### config.mk
export PLATFORM = sky130hd
export DESIGN_NAME = regfile_param
export DESIGN_NICKNAME = d
export VERILOG_FILES = /design/src/rtl/regfile_param.sv
export SDC_FILE = /design/constraint.sdc
export NUM_CORES = 1
export LEC_CHECK = 0
export CAP_MARGIN = 20
export CORE_ASPECT_RATIO = 0.5
export CORE_UTILIZATION = 55
export DETAILED_ROUTE_END_ITERATION = 12
export PLACE_DENSITY = 0.76
export SYNTH_ARGS = -nofsm -noshare
export SYNTH_HDL_FRONTEND = slang
export SYNTH_SLANG_ARGS = --single-unit
### constraint.sdc
create_clock -name clk -period 5.26 [get_ports clk]
set_clock_uncertainty 0.2 [all_clocks]
set_input_delay 1.052 -clock clk [delete_from_list [all_inputs] [get_ports clk]]
set_output_delay 1.052 -clock clk [all_outputs]
set_load 0.005 [all_outputs]
### src/rtl/regfile_param.sv
// Parametrised multi-port register file: two prioritised write ports, optional
// write-to-read bypass and a hardware clear sequencer that zeroes one register per cycle.
module regfile_param #(
    parameter int  DW        = 16,
    parameter int  DEPTH     = 8,
    parameter int  NREAD     = 2,
    parameter bit  ZERO_REG0 = 1'b1,
    parameter bit  BYPASS    = 1'b1,
    localparam int AW        = $clog2(DEPTH)
) (
    input  logic                clk,
    input  logic                rst,
    input  logic [NREAD*AW-1:0] ra,
    output logic [NREAD*DW-1:0] rd,
    input  logic                we0,
    input  logic [AW-1:0]       wa0,
    input  logic [DW-1:0]       wd0,
    input  logic                we1,
    input  logic [AW-1:0]       wa1,
    input  logic [DW-1:0]       wd1,
    input  logic                clr_req,
    output logic                clr_busy,
    output logic                clr_done
);

    typedef enum logic [1:0] {
        ST_IDLE  = 2'b00,
        ST_CLEAR = 2'b01,
        ST_DONE  = 2'b10
    } state_t;

    localparam logic [AW-1:0] LAST_PTR = AW'(DEPTH - 1);
    localparam logic [AW-1:0] PTR_ONE  = AW'(1);

    state_t        state_r;
    logic [AW-1:0] ptr_r;
    logic [DW-1:0] regs_r [DEPTH];
    logic          idle_s;
    logic          wr0_s;
    logic          wr1_s;

    // Write qualification: only while idle, never into a hardwired R0, port 1 wins a collision
    always_comb begin
        idle_s = (state_r == ST_IDLE);
        wr1_s  = idle_s && we1 && !(ZERO_REG0 && (wa1 == {AW{1'b0}}));
        wr0_s  = idle_s && we0 && !(ZERO_REG0 && (wa0 == {AW{1'b0}}))
                 && !(wr1_s && (wa1 == wa0));
    end

    // Clear sequencer with registered status outputs
    always_ff @(posedge clk or posedge rst) begin
        if (rst) begin
            state_r  <= ST_IDLE;
            ptr_r    <= {AW{1'b0}};
            clr_busy <= 1'b0;
            clr_done <= 1'b0;
        end else begin
            case (state_r)
                ST_IDLE: begin
                    ptr_r    <= {AW{1'b0}};
                    clr_done <= 1'b0;
                    if (clr_req) begin
                        state_r  <= ST_CLEAR;
                        clr_busy <= 1'b1;
                    end else begin
                        state_r  <= ST_IDLE;
                        clr_busy <= 1'b0;
                    end
                end
                ST_CLEAR: begin
                    ptr_r    <= ptr_r + PTR_ONE;
                    clr_busy <= 1'b1;
                    if (ptr_r == LAST_PTR) begin
                        state_r  <= ST_DONE;
                        clr_done <= 1'b1;
                    end else begin
                        state_r  <= ST_CLEAR;
                        clr_done <= 1'b0;
                    end
                end
                ST_DONE: begin
                    state_r  <= ST_IDLE;
                    ptr_r    <= {AW{1'b0}};
                    clr_busy <= 1'b0;
                    clr_done <= 1'b0;
                end
                default: begin
                    state_r  <= ST_IDLE;
                    ptr_r    <= {AW{1'b0}};
                    clr_busy <= 1'b0;
                    clr_done <= 1'b0;
                end
            endcase
        end
    end

    // Storage array: sequenced clear takes precedence over (and suppresses) normal writes
    always_ff @(posedge clk or posedge rst) begin
        if (rst) begin
            for (int i = 0; i < DEPTH; i++) begin
                regs_r[i] <= {DW{1'b0}};
            end
        end else if (state_r == ST_CLEAR) begin
            regs_r[ptr_r] <= {DW{1'b0}};
        end else begin
            if (wr0_s) begin
                regs_r[wa0] <= wd0;
            end
            if (wr1_s) begin
                regs_r[wa1] <= wd1;
            end
        end
    end

    // Combinational read ports: hardwired R0, then bypass from port 1, port 0, then storage
    always_comb begin
        rd = {(NREAD*DW){1'b0}};
        for (int i = 0; i < NREAD; i++) begin
            if (ZERO_REG0 && (ra[i*AW +: AW] == {AW{1'b0}})) begin
                rd[i*DW +: DW] = {DW{1'b0}};
            end else if (BYPASS && idle_s && we1 && (wa1 == ra[i*AW +: AW])) begin
                rd[i*DW +: DW] = wd1;
            end else if (BYPASS && idle_s && we0 && (wa0 == ra[i*AW +: AW])) begin
                rd[i*DW +: DW] = wd0;
            end else begin
                rd[i*DW +: DW] = regs_r[ra[i*AW +: AW]];
            end
        end
    end

endmodule

==> metrics.md <==
| Metric | Value |
|---|---|
| Area of the multi-input gates | approximately 6400 µm² |
| Antenna violations before repair | 0 |
| Final Hold Vio Count | 0 |
| FP Rows | 35 |
| Clk slew on worst S/H paths | ~60 ps |
| Post_cts resized | 0 |
| Crit path kind | in -> out |
| Top cell type's share of synthesized area | around a third |
| Critical Path AT | between 3000 and 4000 ps |
| GR Layer Usage met1 | between 50 and 60% |
| Crit path max fanout | 16 |
| Req. time, crit path | about 4000 ps |
| Met2 usage | about three fifths |
| # setup viols final | 0 |
| Cells after Synth | 1172 |
| Total routed wirelength | 43100 µm |
| Critical Path Most Common Cell | clkdlybuf4s50_1 |
| Max-Slew Margin vs Limit | approximately 25% |
| Status | complete, no violations |
| CTS tree | built |
| Top FF cell, synth | dfrtp_1 |
| Post-route minimum period | 5060 ps |
| Area Growth Syn to Fin | 15.4% |
| Root Buffer | clkbuf_16 |
| RSZ-0062 raised after global routing | false |
| Most frequent cell after synthesis | a21oi_1 |
| Gr busiest metal | met2 |
| Worst Hold Class | reg -> reg |
| Area contributors post-synth | dfrtp_1 32%, mux2i_1 11%, a21oi_1 8.4%, o2bb2ai_1 8.1%, o31ai_2 5.7% |
| DR iter-0 viols | just under 2000 |
| Fin Hold WS | between 300 and 400 ps |
| Core ar. | 18500 µm² |
| Met3 Resource Use GR | between 15 and 20% |
| Longest Clk Path Bufs | 2 |
| Area leader, netlist | dfrtp_1 |
| Die width | about 200 µm |
| # DRC | 0 |
| Asr flop ratio synth | 100% |
| Yosys warning count | 0 |
| First-pass GRT wire length | ~64000 µm |
| Nets | between 1000 and 1500 |
| Vias | around 11000 |
| Post-route ant nets | 0 |
| Port bufs | around 80 |
| Fill cells | 1497 |
| Syn nets | between 1000 and 1500 |
| PD cells | approximately 430 nW/µm² |
| Top-level I/O count | between 80 and 90 |
| Worst vdd ir | between 0.0004 and 0.0005 V |
| Register area | 3380 µm² |
| CP bufs+invs | 2 |
| Count of cell types in the netlist | 47 |
| Avg Cell Area, Syn | approximately 9 µm² |
| Max-slew violations | 0 |
| Worst-margin pin slew | approximately 1100 ps |
| Worst path slowest cell | nand4_1 |
| Crit-path cells | clkdlybuf4s50_1, nor3b_1, nand4_1, o21ai_0, a21oi_1, clkdlybuf4s50_1 |
| Seq/Total Area, Yosys | around a third |
| MaxCap Viol Count | 0 |
| CP peak stage delay | around 790 ps |
| Leakage power | around 0.0045 µW |
| CTS Buf Count | 17 |
| Setup Fix Bufs, Post-CTS | 0 |
| Fin crit share | between 90% and 100% |
| WL/cell | roughly 30 µm |
| Hold_buf cts | 0 |
| Fraction of layout cells with a size suffix above 1 | a little over an eighth |
| EDFF count, synth | 0 |
| Fmax | between 0.15 and 0.2 GHz |
| Global router's overall resource usage | between 40 and 50% |
| Starting Density | between 50 and 60% |
| Antenna Cells | 0 |
| Vias in the first global route | 10700 |
| Clk sinks | approximately 140 |
| FF+latch count, synth | about 140 |
| DR pass1 iterations | 9 |
| Setup total negative slack | 0 ps |
| Routability cong. | 1.02 |
| CP delay by family, top | simple AND/OR/NAND/NOR gates |
| Vias per inst | slightly below 8 |
| Pin count of the biggest net entering global routing | 95 |
| Worst skew pair latency | between 400 and 500 ps |
| Global route overflow | 0 |
| CP endpoint kind | output pin |
| Post-DP HPWL | about 27000 µm |
| Netlist Area Pre-Place | around 10000 µm² |
| Top cells by count, synth | 176 x a21oi_1, 135 x dfrtp_1, 120 x mux2i_1 |
| H-tree levels | 4 |
| Critical Path Start Type | input port |
| Die area | a little under 20000 µm² |
| Die height | approximately 100 µm |
==> cells in the final DEF, fill, tap and decap left out, types with 5 or more instances in the layout <==
| cell | n |
|---|---|
| nor2b_1 | 6 |
| buf_4 | 46 |
| o2bb2ai_1 | 97 |
| xnor2_1 | 12 |
| nand2_1 | 6 |
| nor2_1 | 9 |
| a22oi_1 | 60 |
| nand3_1 | 31 |
| o22ai_1 | 15 |
| clkdlybuf4s50_1 | 80 |
| inv_1 | 16 |
| bufinv_16 | 5 |
| o21ba_1 | 13 |
| clkbuf_16 | 17 |
| o31ai_1 | 64 |
| mux2i_1 | 120 |
| o21ai_1 | 15 |
| o31ai_2 | 48 |
| dfrtp_1 | 135 |
| a21oi_1 | 176 |
| and2_1 | 23 |
| o21ai_0 | 115 |
==> per-layer routing <==
layer,vias up,routed length [µm]
li1,4502,-
met1,5322,16300
met2,1041,17600
met3,238,7010
met4,0,2060
met5,-,0
==> layout make-up <==
cell class              instances  area share [%]
clock inverters                11            1.60
clock buffers                  21            3.97
flip-flops and latches        135            27.9
repair buffers                130            10.1
well taps                     259            2.68
multi-input cells             864            53.1
inverters                      17           0.569
==> per-stage QoR <==
| step | utilization (%) | power [µW] | cells | area [µm²] | setup WS, ps |
|---|---|---|---|---|---|
| floorplan | - | 2870 | 1172 | 10500 | 397 |
| global placement | 61.7 | 3550 | 1405 | 11400 | 377 |
| detailed placement | 61.7 | 3650 | 1405 | 11400 | 340 |
| CTS | 65.3 | 5040 | 1437 | 12100 | 333 |
| global route | 65.3 | 5360 | 1437 | 12100 | 51.2 |
| finish | 65.3 | 5180 | 1437 | 12100 | 195 |
==> cell families (layout without fill, tap and decap cells) <==
group	count (synthesis)	count (layout)	synth area share, %
adder cells (fa/ha/maj)	2	2	0.239
AO/OA/AOI/OAI	615	615	40.4
XOR/XNOR	12	12	1.00
AND/OR/NAND/NOR	109	109	6.38
buffers and inverters	173	179	7.23
multiplexers	126	126	12.5
flip-flops	135	135	32.2
==> registers in the layout, indices dropped and copies added, names as in the netlist <==
name / count
clr_done: 1
regs_r: 128
ptr_r: 3
clr_busy: 1
state_r: 2
==> power by group <==
| part | internal (µW) | total, µW | switching [µW] |
|---|---|---|---|
| Combinational | 889 | 2500 | 1610 |
| Clock | 892 | 1400 | 510 |
| Sequential | 1150 | 1270 | 125 |
| Total | 2930 | 5180 | 2250 |
==> path summary, 6_finish.rpt <==
path                             start           to  slack [ps]  cells after the start
max in group asynchronous          rst   regs_r[62]        2910                      3
min reg2reg                regs_r[121]  regs_r[121]         310                      1
max reg2reg                 state_r[1]   regs_r[60]        1960                      5
min in group asynchronous          rst   regs_r[50]         980                      2
max                                we1       rd[20]         200                      6
min                        regs_r[121]  regs_r[121]         310                      1
No activity file was read; power rests on OpenSTA's default activity.
